## src/rtl/piso_pkg.sv

```systemverilog
// Shared types for the parallel-in/serial-out serializer.
package piso_pkg;

    typedef enum logic [1:0] {
        IDLE  = 2'd0,
        SHIFT = 2'd1,
        DONE  = 2'd2
    } piso_state_t;

endpackage

```

## src/rtl/piso_serializer_bit_timer.sv

```systemverilog
// Bit-period timer: counts clocks within one serial bit and flags the last one.
module bit_timer #(
    parameter int BIT_PERIOD = 1
) (
    input  logic clk,
    input  logic rst,
    input  logic run,
    output logic strobe,
    output logic strobe_next
);

    localparam int TW = $clog2(BIT_PERIOD + 1);
    localparam logic [TW-1:0] LAST = TW'(BIT_PERIOD - 1);

    logic [TW-1:0] tick_q, tick_d;

    assign strobe = run && (tick_q == LAST);

    always_comb begin
        tick_d = '0;
        if (run && !strobe) begin
            tick_d = tick_q + 1'b1;
        end
    end

    // Lets the owner register its strobe output one cycle ahead of the tick.
    assign strobe_next = (tick_d == LAST);

    always_ff @(posedge clk or posedge rst) begin
        if (rst) begin
            tick_q <= '0;
        end else begin
            tick_q <= tick_d;
        end
    end

endmodule

```

## src/rtl/piso_serializer.sv

```systemverilog
// Parallel-in/serial-out stage feeding a shift register, MSB first.
// Optional even-parity trailer bit enabled by defining PISO_PARITY_EN.
//
// state | meaning
// IDLE  | ready for a word
// SHIFT | driving bits onto serial_out, strobing ena_out
// DONE  | one-cycle completion pulse
module piso_serializer
    import piso_pkg::*;
#(
    parameter int N          = 4,
    parameter int BIT_PERIOD = 1
) (
    input  logic         clk,
    input  logic         rst,
    input  logic [N-1:0] word_in,
    input  logic         valid_in,
    output logic         ready_out,
    output logic         serial_out,
    output logic         ena_out,
    output logic         busy,
    output logic         done
);

    localparam int IW = $clog2(N);
    localparam logic [IW-1:0] IDX_TOP = IW'(N - 1);

    piso_state_t   state_q, state_d;
    logic [N-1:0]  word_q, word_d;
    logic [IW-1:0] idx_q, idx_d;
    logic          ready_q, serial_q, ena_q, busy_q, done_q;
    logic          ready_d, serial_d, ena_d, busy_d, done_d;
    logic          run, strobe, strobe_next;
    logic          next_bit;
`ifdef PISO_PARITY_EN
    logic          par_q, par_d;
`endif

    assign run = (state_q == SHIFT);

    bit_timer #(
        .BIT_PERIOD (BIT_PERIOD)
    ) u_bit_timer (
        .clk         (clk),
        .rst         (rst),
        .run         (run),
        .strobe      (strobe),
        .strobe_next (strobe_next)
    );

    always_comb begin
        state_d = state_q;
        word_d  = word_q;
        idx_d   = idx_q;
`ifdef PISO_PARITY_EN
        par_d   = par_q;
`endif
        case (state_q)
            IDLE: begin
                if (valid_in && ready_q) begin
                    word_d  = word_in;
                    idx_d   = IDX_TOP;
                    state_d = SHIFT;
`ifdef PISO_PARITY_EN
                    par_d   = 1'b0;
`endif
                end
            end
            SHIFT: begin
                if (strobe) begin
`ifdef PISO_PARITY_EN
                    if (par_q) begin
                        state_d = DONE;
                    end else if (idx_q == '0) begin
                        par_d = 1'b1;
                    end else begin
                        idx_d = idx_q - 1'b1;
                    end
`else
                    if (idx_q == '0) begin
                        state_d = DONE;
                    end else begin
                        idx_d = idx_q - 1'b1;
                    end
`endif
                end
            end
            DONE:    state_d = IDLE;
            default: state_d = IDLE;
        endcase
    end

    // Outputs are derived from next-state values so they can be registered
    // without lagging the state by a cycle.
    always_comb begin
`ifdef PISO_PARITY_EN
        next_bit = par_d ? (^word_d) : word_d[idx_d];
`else
        next_bit = word_d[idx_d];
`endif
        ready_d  = (state_d == IDLE);
        busy_d   = (state_d == SHIFT);
        done_d   = (state_d == DONE);
        ena_d    = busy_d && strobe_next;
        serial_d = busy_d ? next_bit : 1'b0;
    end

    always_ff @(posedge clk or posedge rst) begin
        if (rst) begin
            state_q  <= IDLE;
            word_q   <= '0;
            idx_q    <= '0;
            ready_q  <= 1'b1;
            serial_q <= 1'b0;
            ena_q    <= 1'b0;
            busy_q   <= 1'b0;
            done_q   <= 1'b0;
        end else begin
            state_q  <= state_d;
            word_q   <= word_d;
            idx_q    <= idx_d;
            ready_q  <= ready_d;
            serial_q <= serial_d;
            ena_q    <= ena_d;
            busy_q   <= busy_d;
            done_q   <= done_d;
        end
    end

`ifdef PISO_PARITY_EN
    always_ff @(posedge clk or posedge rst) begin
        if (rst) begin
            par_q <= 1'b0;
        end else begin
            par_q <= par_d;
        end
    end
`endif

    assign ready_out  = ready_q;
    assign serial_out = serial_q;
    assign ena_out    = ena_q;
    assign busy       = busy_q;
    assign done       = done_q;

endmodule

```

## config.mk

```make
export PLATFORM = sky130hd
export DESIGN_NAME = piso_serializer
export DESIGN_NICKNAME = d
export VERILOG_FILES = /design/src/rtl/piso_pkg.sv /design/src/rtl/piso_serializer_bit_timer.sv /design/src/rtl/piso_serializer.sv
export SDC_FILE = /design/constraint.sdc
export NUM_CORES = 1
export LEC_CHECK = 0
export BUFFER_PORTS_ARGS = -buffer_cell sky130_fd_sc_hd__buf_4
export CORE_AREA = 2 2 39 41
export CTS_CLUSTER_SIZE = 20
export DETAILED_ROUTE_END_ITERATION = 7
export DIE_AREA = 0 0 41 43
export MAX_ROUTING_LAYER = met4
export PLACE_DENSITY = 0.63
export SLEW_MARGIN = 40
export SYNTH_ARGS = -nofsm -noshare
export SYNTH_HDL_FRONTEND = slang
export SYNTH_SLANG_ARGS = --single-unit
```

## constraint.sdc

```tcl
create_clock -name clk -period 2.3 [get_ports clk]
set_clock_uncertainty 0.1 [all_clocks]
set_input_delay 0.345 -clock clk [delete_from_list [all_inputs] [get_ports clk]]
set_output_delay 0.345 -clock clk [all_outputs]
set_load 0.02 [all_outputs]
```

==> results of run 1 <==
[area by class of cell]
cell class              instances  area (um2)  area share
well taps                      16        20.0      0.0276
flip-flops and latches         14         352       0.485
inverters                       2        7.51      0.0104
repair buffers                 11        82.6       0.114
clock buffers                   4        36.3      0.0501
multi-input cells              29         226       0.313
[worst register-to-register path, cell delays in order (launching register included)]
cell      delay, ns
dfstp_2        0.55
and4bb_4       0.30
mux2_4         0.32
mux2_4         0.25
a41o_1         0.23
[cells in the mapped netlist]
master	count	area, um2
a21boi_1	1	7.51
a21o_2	2	17.5
a41o_1	1	10.0
and2b_4	1	10.0
and3b_1	1	8.76
and4bb_4	1	16.3
conb_1	1	3.75
dfrtp_1	13	325
dfstp_2	1	26.3
inv_1	2	7.51
mux2_2	1	11.3
mux2_4	3	45.0
nand2_1	3	11.3
nor2_1	7	26.3
nor2b_1	2	12.5
nor4b_1	1	8.76
nor4b_2	1	15.0
o21ai_0	1	5.00
o2bb2ai_1	1	8.76
xnor2_1	1	8.76
[how the worst max path moves through the flow]
| stage | slack [ns] | cells past startpoint | end | start |
|---|---|---|---|---|
| 3_5_place_dp | 0.44 | 4 | serial_out$_DFF_PP0_ | ready_out$_DFF_PP1_ |
| 5_1_grt | 0.39 | 4 | serial_out$_DFF_PP0_ | ready_out$_DFF_PP1_ |
| 6_report | 0.44 | 4 | serial_out$_DFF_PP0_ | ready_out$_DFF_PP1_ |
| 4_1_cts | 0.42 | 4 | serial_out$_DFF_PP0_ | ready_out$_DFF_PP1_ |
| 2_1_floorplan | 0.43 | 4 | serial_out$_DFF_PP0_ | ready_out$_DFF_PP1_ |
| 3_3_place_gp | 0.46 | 4 | serial_out$_DFF_PP0_ | ready_out$_DFF_PP1_ |
[sequential cells by signal, indices dropped and copies added (netlist names)]
| name | flops |
|---|---|
| busy | 1 |
| done | 1 |
| ena_out | 1 |
| idx_q | 2 |
| ready_out | 1 |
| serial_out | 1 |
| state_q | 2 |
| u_bit_timer.tick_q | 1 |
| word_q | 4 |
[power groups by stage]
stage               clock [uW]  combinational, uW  sequential (uW)
global route               190                457              434
CTS                        183                425              422
floorplan                    0                264              461
finish                     175                419              421
global placement             0                417              423
detailed placement           0                425              426
[cells in the final DEF, fill, tap and decap left out]
cell and instances:
xnor2_1 1, and4bb_4 1, dfrtp_1 13, nor2b_1 2, buf_4 11, mux2_4 3
nor4b_2 1, and2b_4 1, nor2_1 7, o2bb2ai_1 1, o21ai_0 1, clkbuf_4 3
nand2_1 3, conb_1 1, a41o_1 1, clkbuf_8 1, nor4b_1 1, a21o_2 2
and3b_1 1, a21boi_1 1, dfstp_2 1, mux2_2 1, inv_1 2
[per-stage QoR]
stage / instances / setup slack, ns
floorplan: 45 / 0.426
global placement: 72 / 0.459
detailed placement: 72 / 0.435
CTS: 76 / 0.416
global route: 76 / 0.390
finish: 76 / 0.436
[routing by layer]
layer	routed length (um)	part of all wire	GRT usage	vias up
met4	36	0.038	0.140	0
met1	416	0.43	0.183	187
met3	38	0.040	0.0314	4
li1	-	-	-	181
met5	0	0	-	-
met2	466	0.49	0.184	7
[kinds of logic (layout without fill, tap and decap cells)]
kind of cell | Yosys count | count (layout) | share of synthesized area
AO/OA/AOI/OAI | 6 | 6 | 0.0833
AND/OR/NAND/NOR | 17 | 17 | 0.186
multiplexers | 4 | 4 | 0.0961
flip-flops | 14 | 14 | 0.600
other | 1 | 1 | 0.00640
buffers and inverters | 2 | 17 | 0.0128
XOR/XNOR | 1 | 1 | 0.0150
==> results.yml, run 1 <==
cts:
  hold_buffers: 0
  cts.clk_slew.worst_paths_ns: 0.08
  cts_tree: "built"
  clock-sinks: 14
  cts_resized: 0
  clockRootBuffer: "clkbuf_4"
  clkLatencyLatePin_ns: 0.28
  clockBufferDepth: 2
  post_cts_buffers: 0
  cts.htree.levels: 1
  cts_made_buffers: 3
route:
  viasPerCell: 4.99
  dr_total_vias: 379
  drtAntennaViolNets: 0
  drc: 0
  post_drt_wl_per_cell_um: 12.6
  drt_iter0_drc: 3
  postRouteWirelength_um: 957
  drtPass1Iterations: 4
sta:
  min_period_ns: 1.86
  rsz0062_at_grt: "no"
  hold_viol_final: 13
  max_freq_mhz: 537
  whs_ns: -0.00789
  slew_viol_final: 0
  slew_headroom: 0.655
  fin_crit_sh: 0.810
  fin_setup_tns_ns: 0
  finalSetupViolCount: 0
  tightest_slew_ns: 0.517
die:
  fp.dieW_um: 41
  die-area_mm2: 0.00176
  core_mm2: 0.00138
  initial_core_util: 0.423
  die_h_um: 43
  pin_count: 12
  rows: 14
cells_and_area:
  fillers: 123
  fin_nets: 68
  final_cell_area_um2: 724
  antenna_cells: 0
  fin_util: 0.524
  layout-drive-gt1-share: 0.417
  syn_to_final_growth_pct: 23.7
grt:
  grt_max_degree: 15
  grt_overflow: 0
  grt_use_total: 0.146
  grt_pass1_wl_um: 1580
  antenna_found_initial: 0
  grt_pass1_vias: 368
critical_path:
  path_cells: "and4bb_4, mux2_4, mux2_4, a41o_1"
  r2r_slack_ns: 0.44
  cp_common_cell: "mux2_4"
  worstReg2RegStart: "ready_out$_DFF_PP1_"
  critical-path-top-delay-family: "multiplexers"
  crit_arrival_ns: 1.94
  crit_required_ns: 2.38
  max_stage_delay_ns: 0.55
  critPathBufInv: 0
  r2r-end: "serial_out$_DFF_PP0_"
  cp_slowest_cell: "dfstp_2"
  reg2reg_depth: 4
  cp-end-kind: "register"
  crit_fanout: 6
  crit_path_start_kind: "register"
  crit_type: "register to register"
logic_synthesis:
  netlist_area_um2: 586
  seq_area_frac_synth: 0.600
  ys_ff_latch: 14
  yosysWarnings: 0
  syn_avg_cell_area_um2: 13.0
  syn-num-nets: 52
  netlist_instances: 45
  yosysUniqueCellTypes: 20
power_and_ir_drop:
  seqPwrFrac: 0.414
  p_leak_uw: 0.000360
  intPower_uw: 679
  power_density_mw_per_mm2: 1400
  p_sw_uw: 336
  pwr-share-comb: 0.413
  total_power_uw: 1010
  p_clk_frac: 0.172
  peakVddDrop_mv: 0.706
  p_sw_frac: 0.331
placed_design:
  place_congestion: 0.737
  placed_area_um2: 688
  portBuffers: 11
  place_hpwl_um: 731
min_path:
  min_path_type: "primary input to asynchronous set/reset pin"
status:
  status: "finished, violations left"
  violations: "negative hold slack"
job:
  cap_violations: 0
(Power assumes the default switching activity.)
==> run 2, diff against run 1 <==
--- a/config.mk
+++ b/config.mk
@@ -6,12 +6,12 @@
 export NUM_CORES = 1
 export LEC_CHECK = 0
 export BUFFER_PORTS_ARGS = -buffer_cell sky130_fd_sc_hd__buf_4
-export CORE_AREA = 2 2 39 41
+export CORE_MARGIN = 1.5
+export CORE_UTILIZATION = 45
 export CTS_CLUSTER_SIZE = 20
 export DETAILED_ROUTE_END_ITERATION = 7
-export DIE_AREA = 0 0 41 43
 export MAX_ROUTING_LAYER = met4
-export PLACE_DENSITY = 0.63
+export PLACE_DENSITY = 0.67
 export SLEW_MARGIN = 40
 export SYNTH_ARGS = -nofsm -noshare
 export SYNTH_HDL_FRONTEND = slang
==> constraint.sdc (replaced) <==
create_clock -name clk -period 1.6 [get_ports clk]
set_clock_uncertainty 0.1 [all_clocks]
set_input_delay 0.24 -clock clk [delete_from_list [all_inputs] [get_ports clk]]
set_output_delay 0.24 -clock clk [all_outputs]
set_load 0.02 [all_outputs]
==> run 2 against run 1 <==
Sequential power increased by 41%. Cell area is 11% higher. Largest cell class unchanged. Critical path depth unchanged. Sequential cell count unchanged. The flow finishes with violations (negative setup slack). Critical path type unchanged.
==> results.yml, run 2 (synthesis gave the netlist of run 1 again) <==
grt:
  grt_use_total: 0.190
  grt_overflow: 0
  antenna_found_initial: 0
  grt_pass1_vias: 453
  grt_pass1_wl_um: 1850
  grt_max_degree: 15
power_and_ir_drop:
  pwr-share-comb: 0.478
  intPower_uw: 1090
  p_leak_uw: 0.000407
  seqPwrFrac: 0.369
  power_density_mw_per_mm2: 2010
  p_sw_frac: 0.322
  peakVddDrop_mv: 1.13
  p_clk_frac: 0.153
  p_sw_uw: 518
sta:
  fin_setup_tns_ns: -0.171
  slew_headroom: 0.661
  slew_viol_final: 0
  hold_viol_final: 0
  tightest_slew_ns: 0.507
  max_freq_mhz: 565
  rsz0062_at_grt: "yes"
  min_period_ns: 1.77
  fin_crit_sh: 1.11
  setup_slack_ns: -0.171
  finalSetupViolCount: 1
die:
  pin_count: 12
  die_h_um: 39.1
  initial_core_util: 0.506
  core_mm2: 0.00116
  die-area_mm2: 0.00153
  fp.dieW_um: 39.1
  rows: 12
cells_and_area:
  syn_to_final_growth_pct: 37.0
  largest-register: "word_q"
  top_regs: "word_q: 4 flops, idx_q: 2 flops, state_q: 2 flops"
  fillers: 87
  largest_reg_flops: 4
  mostFrequentLayoutCell: "buf_4"
  fin_nets: 77
  layout-drive-gt1-share: 0.507
  final_cell_mix: "buf_4, dfrtp_1, nor2_1"
  antenna_cells: 0
  fin_cells: 83
  final_cell_area_um2: 802
status:
  violations: "negative setup slack"
  status: "finished, violations left"
min_path:
  min_path_type: "primary input to register"
critical_path:
  crit_fanout: 5
  crit_path_start_kind: "register"
  cp-end-kind: "register"
  crit_type: "register to register"
  crit_required_ns: 1.67
  crit_arrival_ns: 1.84
route:
  dr_total_vias: 416
  drc: 0
  postRouteWirelength_um: 1060
  viasPerCell: 5.01
  drtPass1Iterations: 4
  post_drt_wl_per_cell_um: 12.8
  drtAntennaViolNets: 0
  drt_iter0_drc: 4
cts:
  cts.htree.levels: 1
  clock-sinks: 14
  cts_made_buffers: 3
  clockBufferDepth: 2
  clkLatencyLatePin_ns: 0.27
  cts_tree: "built"
  cts.clk_slew.worst_paths_ns: 0.08
  clockRootBuffer: "clkbuf_4"
placed_design:
  placed_cells: 76
  placed_area_um2: 731
  place_hpwl_um: 803
  place_congestion: 0.823
  portBuffers: 11
job:
  cap_violations: 0
==> run 2: cell count changes in the layout (fill, tap and decap cells not counted) <==
cell	change
a21boi_1	-1
a21boi_2	+1
buf_4	+8
dlygate4sd3_1	+1
mux2_2	-1
mux2_4	+1
nor2b_1	-1
nor2b_2	+1
==> run 2: area by class of cell <==
cell class                 count  area [um2]  area share
clock buffer                   4        36.3      0.0452
tap                           14        17.5      0.0218
inverter                       2        7.51     0.00936
sequential                    14         352       0.438
timing repair buffer          20         153       0.190
multi-input combinational     29         236       0.295
==> run 2: timing repair <==
action | in CTS | in global routing
hold endpoints to repair | 13 | 0
pin swaps | 0 | 0
hold buffers | 1 | 0
setup buffers | 0 | 2
setup endpoints to repair | 1 | 4
resized for setup | 0 | 3
==> run 2: worst max-delay path, cell delays in order, from the launching register on <==
cell	delay, ns
dfstp_2	0.53
and4bb_4	0.29
mux2_4	0.32
mux2_4	0.25
a41o_1	0.18
==> run 2: routing by layer <==
metal / vias up / GRT usage / part of all wire
met5: - / - / 0
met2: 12 / 0.300 / 0.50
met4: 0 / 0.0776 / 0.022
li1: 200 / - / -
met3: 4 / 0.0520 / 0.045
met1: 200 / 0.230 / 0.44
==> run 2: power by group through the flow <==
stage,Clock [uW],Combinational [uW],Sequential [uW]
after global routing,272,842,612
after detailed placement,0,725,599
after global placement,0,707,594
after CTS,256,730,592
final,247,769,593
after floorplan,0,379,663
==> run 2: worst paths after layout <==
path                                          start                    to  slack (ns)  depth (start not counted)
worst min-delay path                     word_in[0]   word_q[0]$_DFF_PP0_        0.07                          2
worst max-delay path            ready_out$_DFF_PP1_  serial_out$_DFF_PP0_       -0.17                          4
max in group asynchronous                       rst   ready_out$_DFF_PP1_        0.59                          3
worst min register to register  word_q[2]$_DFF_PP0_   word_q[2]$_DFF_PP0_        0.41                          1
min in group asynchronous                       rst   word_q[0]$_DFF_PP0_        0.45                          3
worst max register to register  ready_out$_DFF_PP1_  serial_out$_DFF_PP0_       -0.17                          4
==> run 2: through the flow <==
step | utilization | hold slack, ns | setup WS (ns) | total power (uW)
CTS | 0.672 | 0.0614 | -0.172 | 1580
finish | 0.694 | 0.0653 | -0.171 | 1610
detailed placement | 0.632 | 0.204 | -0.164 | 1320
floorplan | - | 0.0285 | -0.212 | 1040
global placement | 0.632 | 0.185 | -0.137 | 1300
global route | 0.694 | 0.0678 | -0.220 | 1730
